## src/rtl/seg7_readback.sv

```systemverilog
// seg7_readback: samples a time-multiplexed, active-low 7-segment bus and
// rebuilds the hex value on each digit. It flags undecodable patterns and
// multi-digit selects, and keeps a saturating error count.
module seg7_readback #(
   parameter int unsigned NUM_DIGITS    = 4,
   parameter int unsigned STABLE_CYCLES = 4
) (
   input  logic                    clk,
   input  logic                    rst_n,
   input  logic [6:0]              seg_n,
   input  logic [NUM_DIGITS-1:0]   dig_en_n,
   input  logic                    err_clr,
   output logic [4*NUM_DIGITS-1:0] hex_out,
   output logic [NUM_DIGITS-1:0]   digit_valid,
   output logic                    upd,
   output logic                    err_pattern,
   output logic                    err_sel,
   output logic [7:0]              err_count
);

   localparam int unsigned BusW = NUM_DIGITS + 7;
   localparam int unsigned CntW = $clog2(STABLE_CYCLES + 1);

   localparam logic [CntW-1:0]       CntMax = CntW'(STABLE_CYCLES);
   localparam logic [CntW-1:0]       CntCap = CntW'(STABLE_CYCLES - 1);
   localparam logic [CntW-1:0]       CntOne = CntW'(1);
   localparam logic [NUM_DIGITS-1:0] SelOne = NUM_DIGITS'(1);
   localparam logic [6:0]            Blank  = 7'h7F;
   localparam logic [7:0]            ErrMax = 8'hFF;

   // Bus sampling: two synchronizer stages (sync2_q is S) plus one delay stage (P)
   logic [BusW-1:0] sync1_q, sync2_q, samp_q;

   // Stability tracking
   logic [CntW-1:0] cnt_q, cnt_d;
   logic            eq;
   logic            capture;

   // Fields of the synchronized sample
   logic [6:0]            seg_s;
   logic [NUM_DIGITS-1:0] sel;
   logic                  sel_none;
   logic                  sel_one;
   logic                  dec_legal;
   logic [3:0]            dec_val;

   // Registered outputs and their next-state values
   logic [4*NUM_DIGITS-1:0] hex_q, hex_d;
   logic [NUM_DIGITS-1:0]   valid_q, valid_d;
   logic                    upd_q, upd_d;
   logic                    errp_q, errp_d;
   logic                    errs_q, errs_d;
   logic [7:0]              errcnt_q, errcnt_d;

   // Returns {legal, value}; legal is 0 for blank and for any unknown pattern
   function automatic logic [4:0] decode(input logic [6:0] p);
      logic [4:0] r;
      r = 5'b0_0000;
      case (p)
         7'b1000000: r = {1'b1, 4'h0};
         7'b1111001: r = {1'b1, 4'h1};
         7'b0100100: r = {1'b1, 4'h2};
         7'b0110000: r = {1'b1, 4'h3};
         7'b0011001: r = {1'b1, 4'h4};
         7'b0010010: r = {1'b1, 4'h5};
         7'b0000010: r = {1'b1, 4'h6};
         7'b1111000: r = {1'b1, 4'h7};
         7'b0000000: r = {1'b1, 4'h8};
         7'b0010000: r = {1'b1, 4'h9};
         7'b0001000: r = {1'b1, 4'hA};
         7'b0000011: r = {1'b1, 4'hB};
         7'b1000110: r = {1'b1, 4'hC};
         7'b0100001: r = {1'b1, 4'hD};
         7'b0000110: r = {1'b1, 4'hE};
         7'b0001110: r = {1'b1, 4'hF};
         default:    r = 5'b0_0000;
      endcase
      return r;
   endfunction

   // Synchronize the bus and keep a one-cycle-old copy; reset to blank / no digit
   always_ff @(posedge clk or negedge rst_n) begin
      if (!rst_n) begin
         sync1_q <= '1;
         sync2_q <= '1;
         samp_q  <= '1;
      end else begin
         sync1_q <= {dig_en_n, seg_n};
         sync2_q <= sync1_q;
         samp_q  <= sync2_q;
      end
   end

   assign eq      = (sync2_q == samp_q);
   // Counter saturates, so the compare below is true only once per stable period
   assign capture = eq && (cnt_q == CntCap);

   // Stability counter: restart on any change, count up and saturate otherwise
   always_comb begin
      cnt_d = cnt_q;
      if (!eq) begin
         cnt_d = '0;
      end else if (cnt_q != CntMax) begin
         cnt_d = cnt_q + CntOne;
      end
   end

   // Stability counter register
   always_ff @(posedge clk or negedge rst_n) begin
      if (!rst_n) begin
         cnt_q <= '0;
      end else begin
         cnt_q <= cnt_d;
      end
   end

   // Split the sample into segments and active-high digit selects, then decode
   always_comb begin
      seg_s     = sync2_q[6:0];
      sel       = ~sync2_q[BusW-1:7];
      sel_none  = (sel == '0);
      // Clearing the lowest set bit leaves zero only for a single set bit
      sel_one   = !sel_none && ((sel & (sel - SelOne)) == '0);
      {dec_legal, dec_val} = decode(seg_s);
   end

   // Capture action: update only the selected digit and raise at most one pulse
   always_comb begin
      hex_d   = hex_q;
      valid_d = valid_q;
      upd_d   = 1'b0;
      errp_d  = 1'b0;
      errs_d  = 1'b0;
      if (capture && !sel_none) begin
         if (!sel_one) begin
            errs_d = 1'b1;
         end else if (dec_legal) begin
            upd_d = 1'b1;
         end else if (seg_s != Blank) begin
            errp_d = 1'b1;
         end
      end
      for (int i = 0; i < int'(NUM_DIGITS); i++) begin
         if (capture && sel_one && sel[i]) begin
            valid_d[i] = dec_legal;
            if (dec_legal) begin
               hex_d[4*i +: 4] = dec_val;
            end
         end
      end
   end

   // Error counter: clear wins over a same-cycle error, otherwise saturating +1
   always_comb begin
      errcnt_d = errcnt_q;
      if (err_clr) begin
         errcnt_d = '0;
      end else if ((errp_d || errs_d) && (errcnt_q != ErrMax)) begin
         errcnt_d = errcnt_q + 8'd1;
      end
   end

   // Output registers
   always_ff @(posedge clk or negedge rst_n) begin
      if (!rst_n) begin
         hex_q    <= '0;
         valid_q  <= '0;
         upd_q    <= 1'b0;
         errp_q   <= 1'b0;
         errs_q   <= 1'b0;
         errcnt_q <= '0;
      end else begin
         hex_q    <= hex_d;
         valid_q  <= valid_d;
         upd_q    <= upd_d;
         errp_q   <= errp_d;
         errs_q   <= errs_d;
         errcnt_q <= errcnt_d;
      end
   end

   assign hex_out     = hex_q;
   assign digit_valid = valid_q;
   assign upd         = upd_q;
   assign err_pattern = errp_q;
   assign err_sel     = errs_q;
   assign err_count   = errcnt_q;

endmodule

```

## config.mk

```make
export PLATFORM = sky130hd
export DESIGN_NAME = seg7_readback
export DESIGN_NICKNAME = d
export VERILOG_FILES = /design/src/rtl/seg7_readback.sv
export SDC_FILE = /design/constraint.sdc
export NUM_CORES = 1
export LEC_CHECK = 0
export BUFFER_PORTS_ARGS = -buffer_cell sky130_fd_sc_hd__buf_4
export CORE_ASPECT_RATIO = 2
export CORE_MARGIN = 5
export CORE_UTILIZATION = 51
export DETAILED_ROUTE_END_ITERATION = 10
export PLACE_DENSITY = 0.75
export SLEW_MARGIN = 20
export SYNTH_ARGS = -nofsm -noshare
export SYNTH_HDL_FRONTEND = slang
export SYNTH_SLANG_ARGS = --single-unit
```

## constraint.sdc

```tcl
create_clock -name clk -period 2.3 [get_ports clk]
set_input_delay 0.46 -clock clk [delete_from_list [all_inputs] [get_ports clk]]
set_output_delay 0.46 -clock clk [all_outputs]
set_load 0.02 [all_outputs]
```

Word-level counts from Yosys, hierarchy flattened
Cells that the tools add are included.
{ "totals": {"register_bits": 67, "output_inout_bits": 31} }
{ "op_classes": {"addsub": 3, "eq_ne": 21, "n_mux": 14, "n_bitwise": 2, "n_reduce_logical": 19} }
{ "op_table": {"columns": ["op", "count"], "rows": [
  ["$pmux W5 S16", 1],
  ["$eq A7 B7 Y1 const B", 4],
  ["$eq A7 B5 Y1 const B", 3],
  ["$eq A7 B6 Y1 const B", 3],
  ["$mux W8", 2],
  ["$eq A7 B2 Y1 const B", 2],
  ["$eq A7 B4 Y1 const B", 2],
  ["$eq A11 B11 Y1", 1],
  ["$logic_and A1 B1 Y1", 9],
  ["$mux W1", 9],
  ["$add A8 B1 Y8 const B", 1],
  ["$logic_not A4 Y1", 2],
  ["$ne A8 B8 Y1 const B", 1],
  ["$reduce_and A2 Y1", 4],
  ["$eq A7 B3 Y1 const B", 1],
  ["$logic_not A7 Y1", 1],
  ["$ne A7 B7 Y1 const B", 1],
  ["$mux W3", 2],
  ["$and A4 B4 Y4", 1],
  ["$not A4 Y4", 1],
  ["$sub A4 B1 Y4 const B", 1],
  ["$add A3 B1 Y3 const B", 1],
  ["$eq A3 B2 Y1 const B", 1],
  ["$ne A3 B3 Y1 const B", 1],
  ["other kinds (4)", 4]
]} }

Depth between registers and ports, before layout
Gate-level depths: netlist of the first run.
{ "depth": {"depth_word": 11, "depth_mapped": 9, "depth_no_buf": 7} }

Least setup slack after synthesis of the first run
OpenSTA, ideal clock, no wires.
{ "synth_timing": {"kind": "register to register", "from": "register sync2_q[5]", "to": "register errcnt_q[5], in the netlist err_count[5]", "arrival_ns": 2.217, "t_required_ns": 2.173, "slack_ns": -0.044, "stages_incl_launch_ff": 8, "path_buffers": 1, "period_less_slack_ns": 2.344, "cell_sequence": "dfstp_2 > buf_2 > xor2_1 > nor4_2 > nand4_1 > nor3_2 > o211a_1 > mux2_1"} }
{ "synth_via": {"elab_chain_cells": 8} }
{ "synth_lines": {"columns": ["element", "line_no", "source"], "rows": [
  ["start: declaration", "32", "logic [BusW-1:0] sync1_q, sync2_q, samp_q;"],
  ["start signal: assignment", "89", "sync2_q <= sync1_q;"],
  ["$eq A7 B4 Y1, or another cell as far along", "59", "case (p)"],
  ["$pmux W5 S16 / $mux W1 (equally long branches)", "59, 139", null],
  ["$mux W1", "137", "end else if (dec_legal) begin"],
  ["$mux W1", "135", "if (!sel_one) begin"],
  ["$mux W1", "134", "if (capture && !sel_none) begin"],
  ["$logic_or A1 B1 Y1 (*)", "158", "end else if ((errp_d || errs_d) && (errcnt_q != ErrMax)) begin"],
  ["$logic_and A1 B1 Y1 (*)", "158", null],
  ["$reduce_bool A2 Y1 (no source line) (*)", null, null],
  ["end signal: assignment", "178", "errcnt_q <= errcnt_d;"],
  ["end: declaration", "53", "logic [7:0] errcnt_q, errcnt_d;"]
]} }
Every way passes the cells marked *; elsewhere a longest branch is shown, timed or not.
A chain may end at the register's enable or synchronous reset.

Final worst setup path of the first run
{ "layout_timing": {"from": "register sync2_q[3]", "to": "register errcnt_q[0], in the netlist err_count[0]"} }
Same word-level chain as after synthesis.

==> flow_metrics.py, run 1 <==
metrics = {
    "status": {
        "status": "complete, but fails checks",
        "violations": "negative setup slack",
    },
    "floorplan": {
        "start_util": 0.521,
        "die_x_um": 65.2,
        "io_pins": 45,
        "dieHeight_um": 120,
        "fp.dieArea_um2": 7840,
        "row_count": 40,
        "core_um2": 5960,
    },
    "setup_path": {
        "slowest_stage": "dfstp_2",
        "cp-start-kind": "register",
        "crit_path_end_kind": "register",
        "cp_slowest_stage_delay_ns": 0.63,
        "crit_fanout": 8,
        "crit_chain": "buf_6 -> nand2_1 -> a32oi_2 -> nand4_1 -> buf_12 -> nor2_4 -> a21o_1 -> mux2_4",
        "worstReg2RegStart": "sync2_q[3]",
        "arrival_ns": 2.59,
        "setup.worst_path.start": "sync2_q[3]",
        "cp_data_required_time_ns": 2.52,
        "worstSetupPathType": "register to register",
    },
    "logic_synthesis": {
        "synth_cell_types": 59,
        "yosys_warnings": 0,
        "synth_flop_cell": "dfrtp_1",
        "yosysSeqAreaShare": 0.553,
        "synthesis.area_um2": 3110,
        "synth-edff-count": 0,
        "yosys_register_bits": 67,
        "synth_nets": 287,
        "synth_area_per_cell_um2": 11.5,
        "synthCells": 269,
        "async_reset_ff_frac": 1.00,
    },
    "sta": {
        "finalClockSkew_ns": 0.00708,
        "slew_headroom": 0.462,
        "fmax_ghz": 0.421,
        "setup_viol": 10,
        "setup_ws_ns": -0.0763,
        "maxSlewViolCount": 0,
        "min_period_ns": 2.38,
        "finalHoldViolations": 0,
        "worst_pin_slew_ns": 0.807,
        "period_share": 1.03,
        "rsz0062_at_grt": "true",
    },
    "place": {
        "dp_slack_ns": -0.105,
        "place_congestion": 0.862,
        "numPortBuffers": 44,
        "dp_cells": 409,
        "dp.final_hpwl_um": 5290,
    },
    "cells_and_area": {
        "final_cell_mix": "buf_4 (94), dfrtp_1 (34), dfstp_2 (33)",
        "fillers": 394,
        "fin_nets": 391,
        "seq_area_um2": 1720,
        "instances_no_fill": 440,
        "layout_commonest_cell": "buf_4",
        "area_growth_pct": 43.5,
        "layout-drive-gt1-share": 0.541,
        "multi_input_area_um2": 1490,
        "num_antenna_cells": 0,
    },
    "power": {
        "p_total_mw": 2.79,
        "leakage_nw": 2.04,
        "p_per_area_nw_per_um2": 626,
        "ir_drop_mv": 0.708,
    },
    "clocking": {
        "numClockSinks": 67,
        "cts_max_level": 3,
        "clk_pin_slew_ns": 0.05,
        "clk_latency_ns": 0.34,
        "cts_buffers": 9,
        "clk_path_buf_depth": 2,
        "cts_tree": "built",
        "hold_buffers": 0,
        "cts-root-buf": "clkbuf_16",
    },
    "routing": {
        "drt_iter0_markers": 153,
        "wire_per_inst_um": 17.7,
        "num_vias": 2550,
        "drcViolationCount": 0,
        "drt-pass1-iter-count": 4,
        "ant_nets": 0,
        "drt-total-wl_um": 7810,
        "viasPerCell": 5.80,
    },
    "grt": {
        "grt_overflow": 0,
        "grt_max_degree": 68,
        "track_usage": 0.213,
        "grt_pass1_vias": 2609,
        "antenna_found_initial": 0,
        "grt_pass1_wl_um": 12400,
    },
    "run": {
        "drv_cap": 0,
    },
    "hold_path": {
        "worstHoldPathType": "primary input to asynchronous set/reset pin",
    },
}
==> kinds of logic (layout without fill, tap and decap cells) <==
logic type                 after synthesis  after routing  synth area share
adders and majority gates                5              5            0.0193
AOI/OAI and AO/OA                       49             49             0.106
xor gates and xnor gates                14             14            0.0395
DFF                                     67             67             0.553
buffers and inverters                   18            126            0.0302
muxes                                   13             13            0.0492
and+or+nand+nor                        103            103             0.203
==> per-layer routing <==
| metal | vias up | track usage | wire length [um] |
|---|---|---|---|
| met2 | 87 | 0.383 | 4410 |
| met3 | 42 | 0.0455 | 385 |
| met4 | 0 | 0.157 | 449 |
| met5 | - | 0 | 0 |
| met1 | 1234 | 0.201 | 2560 |
| li1 | 1187 | - | - |
==> power by group <==
group | total (mW) | switching (mW) | internal, mW | leakage, nW
combinational | 0.229 | 0.126 | 0.103 | 1.07
clock | 1.30 | 0.458 | 0.845 | 0.144
sequential | 1.26 | 0.0250 | 1.23 | 0.822
total | 2.79 | 0.608 | 2.18 | 2.04
==> synthesized netlist by cell type, drive strengths merged, types with 5 or more instances <==
| cell type | number | area [um^2] |
|---|---|---|
| dfrtp | 34 | 851 |
| dfstp | 33 | 867 |
| o21ai | 21 | 105 |
| nor2 | 18 | 85.1 |
| nand2 | 13 | 48.8 |
| nor3 | 13 | 70.1 |
| buf | 12 | 71.3 |
| mux2 | 12 | 143 |
| xor2 | 12 | 105 |
| nand3 | 10 | 50.1 |
| a21oi | 8 | 47.6 |
| nor4 | 8 | 62.6 |
| nand4 | 6 | 37.5 |
| a21o | 5 | 37.5 |
| inv | 5 | 18.8 |
| nor3b | 5 | 37.5 |
| nor4b | 5 | 50.0 |
==> cell type report <==
| class | count | share of cell area |
|---|---|---|
| Sequential cell | 67 | 0.386 |
| Multi-Input combinational cell | 184 | 0.335 |
| Timing Repair Buffer | 106 | 0.193 |
| Clock buffer | 14 | 0.0640 |
| Tap cell | 63 | 0.0177 |
| Inverter | 5 | 0.00421 |
| Clock inverter | 1 | 0.00112 |
==> path summary, 6_finish.rpt <==
path,slack (ns),endpoint,depth (start not counted)
min in group clk,0.23,sync1_q[1],1
max in group asynchronous,1.55,err_count[1],1
hold / removal,0.21,cnt_q[1],1
hold reg to reg,0.35,sync2_q[0],0
setup reg to reg,-0.08,err_count[0],8
setup / recovery,-0.08,err_count[0],8
==> metrics by stage <==
| stage | hold slack [ns] | setup TNS (ns) | cell area (um^2) | util |
|---|---|---|---|---|
| finish | 0.206 | -0.182 | 4460 | 0.748 |
| floorplan | 0.164 | -0.00510 | 3140 | - |
| detailed placement | 0.347 | -0.765 | 3830 | 0.643 |
| global route | 0.222 | -1.51 | 4460 | 0.748 |
| CTS | 0.221 | -0.0353 | 4270 | 0.718 |
| global placement | 0.346 | -0.388 | 3830 | 0.643 |
==> critical path, delay by kind of cell (launching register included) <==
kind,cells,cell delay [ns]
AOI/OAI and AO/OA,2,0.46
buffers and inverters,2,0.31
DFF,1,0.63
muxes,1,0.30
and+or+nand+nor,3,0.57
==> sequential cells by signal, indices dropped and copies added, names as in the netlist <==
signal / count
err_sel: 1
err_count: 8
hex_out: 16
sync1_q: 11
upd: 1
sync2_q: 11
digit_valid: 4
cnt_q: 3
err_pattern: 1
samp_q: 11
==> timing repair <==
item	CTS	global route
buffers inserted	11	6
setup endpoints to repair	14	22
pin swaps	8	14
resized for setup	20	41
hold endpoints to repair	0	0
Note: power is estimated with default switching activity, not from simulation.
==> inputs of run 2 (changes only) <==
Settings changed: PLACE_DENSITY 0.75 to 0.8.
==> run 2 against run 1 <==
Compared with the run above: the run still ends with negative setup slack left; core utilization decreased by 3.4 points; combinational power decreased by 10%; routed wire length decreased by 5.7%; via count decreased by 3.5%; sequential power about the same; first-iteration DRC count increased by 9.2%; sequential share of layout area increased by 1.8 points; global-route usage decreased by 1.3 points; final cell count decreased by 2.7%; non-clock buffer count decreased by 13; critical endpoint unchanged.
==> flow_metrics.py, run 2 (synthesized netlist as in run 1, its figures left out) <==
metrics = {
    "cells_and_area": {
        "largest_reg_flops": 16,
        "finalCoreUtilization": 0.714,
        "final_cell_mix": "buf_4 (88), dfrtp_1 (34), dfstp_2 (33)",
        "layout_commonest_cell": "buf_4",
        "num_antenna_cells": 0,
        "area_growth_pct": 36.9,
        "fin_area_um2": 4250,
        "fin_nets": 379,
        "instances_no_fill": 428,
        "layout-drive-gt1-share": 0.482,
    },
    "setup_path": {
        "cp_data_required_time_ns": 2.52,
        "arrival_ns": 2.54,
        "crit_fanout": 9,
        "worstSetupPathType": "register to register",
        "rrSetupSlack_ns": -0.03,
        "crit_path_end_kind": "register",
        "reg2reg_depth": 8,
        "cp-start-kind": "register",
    },
    "floorplan": {
        "start_util": 0.521,
        "die_x_um": 65.2,
        "io_pins": 45,
        "fp.dieArea_um2": 7840,
        "row_count": 40,
        "core_um2": 5960,
        "dieHeight_um": 120,
    },
    "sta": {
        "rsz0062_at_grt": "true",
        "finalHoldViolations": 0,
        "fmax_ghz": 0.429,
        "maxSlewViolCount": 0,
        "worst_pin_slew_ns": 0.812,
        "period_share": 1.01,
        "slew_headroom": 0.459,
        "setup_viol": 4,
        "finalClockSkew_ns": 0.00985,
        "finalSetupTns_ns": -0.0519,
        "setup_ws_ns": -0.0287,
        "hold_ws_ns": 0.225,
        "min_period_ns": 2.33,
    },
    "routing": {
        "drt-total-wl_um": 7360,
        "viasPerCell": 5.75,
        "num_vias": 2461,
        "wire_per_inst_um": 17.2,
        "drt-pass1-iter-count": 5,
        "drt_iter0_markers": 167,
        "drcViolationCount": 0,
        "ant_nets": 0,
    },
    "power": {
        "leakage_nw": 1.93,
        "ir_drop_mv": 0.620,
        "p_total_mw": 2.79,
        "p_per_area_nw_per_um2": 655,
    },
    "grt": {
        "grt_pass1_wl_um": 11800,
        "grt_max_degree": 68,
        "track_usage": 0.200,
        "grt_overflow": 0,
        "antenna_found_initial": 0,
        "grt_pass1_vias": 2458,
    },
    "place": {
        "dp.final_hpwl_um": 5130,
        "dp_cells": 401,
        "numPortBuffers": 44,
        "placed_cell_area_um2": 3770,
        "dp_slack_ns": -0.0799,
        "place_congestion": 0.844,
    },
    "clocking": {
        "hold_buffers": 0,
        "numClockSinks": 67,
        "clk_path_buf_depth": 2,
        "clk_latency_ns": 0.34,
        "cts_max_level": 3,
        "cts_buffers": 9,
        "cts-root-buf": "clkbuf_16",
        "clk_pin_slew_ns": 0.06,
        "cts_tree": "built",
    },
    "status": {
        "status": "complete, but fails checks",
        "violations": "negative setup slack",
    },
    "run": {
        "drv_cap": 0,
    },
    "hold_path": {
        "worstHoldPathType": "primary input to asynchronous set/reset pin",
    },
}
==> run 2: cell types whose count changed in the layout (fill, tap and decap cells not counted), moves of 4 or more <==
cell,delta
buf_4,-6
buf_6,-7
nor3_1,+4
nor3b_1,+4
nor3b_2,-4
==> run 2: routing by layer <==
layer | up-vias | share of wire | track usage
met1 | 1204 | 0.35 | 0.200
met3 | 20 | 0.047 | 0.0400
met4 | 0 | 0.032 | 0.132
met5 | - | 0 | 0
met2 | 68 | 0.57 | 0.359
li1 | 1169 | - | -
==> run 2: what timing repair did <==
| item | 4_1_cts | 5_1_grt |
|---|---|---|
| endpoints found under the setup margin | 11 | 22 |
| buffers inserted | 7 | 4 |
| pin swaps | 5 | 8 |
| gates resized for setup | 8 | 22 |
| gates cloned | 1 | 0 |
==> run 2: final timing paths <==
path,start,to
worst max-delay path,sync2_q[9],err_count[0]
worst min-delay path,rst_n,err_sel
worst max register to register,sync2_q[9],err_count[0]
worst min register to register,sync1_q[9],sync2_q[9]
max in group asynchronous,rst_n,err_count[1]
min in group clk,seg_n[1],sync1_q[1]
==> run 2: cell type report <==
| type | instances | area (um^2) |
|---|---|---|
| clock buffer | 14 | 285 |
| clock inverter | 1 | 6.26 |
| fill | 393 | 1700 |
| inverter | 5 | 18.8 |
| multi-input combinational | 185 | 1410 |
| sequential | 67 | 1720 |
| tap | 63 | 78.8 |
| timing repair buffer | 93 | 734 |
==> run 2: critical path, cell delays in order, from the launching register on <==
cell     delay, ns
dfstp_2       0.61
xor2_1        0.12
nor4_2        0.32
buf_4         0.18
nand4_1       0.08
buf_4         0.19
nor3b_1       0.20
a21o_1        0.20
mux2_4        0.31
==> run 2: power breakdown <==
group / switching, mW / total [mW] / internal [mW]
Combinational: 0.115 / 0.206 / 0.0912
Clock: 0.472 / 1.32 / 0.848
Sequential: 0.0256 / 1.26 / 1.23
Total: 0.613 / 2.79 / 2.17
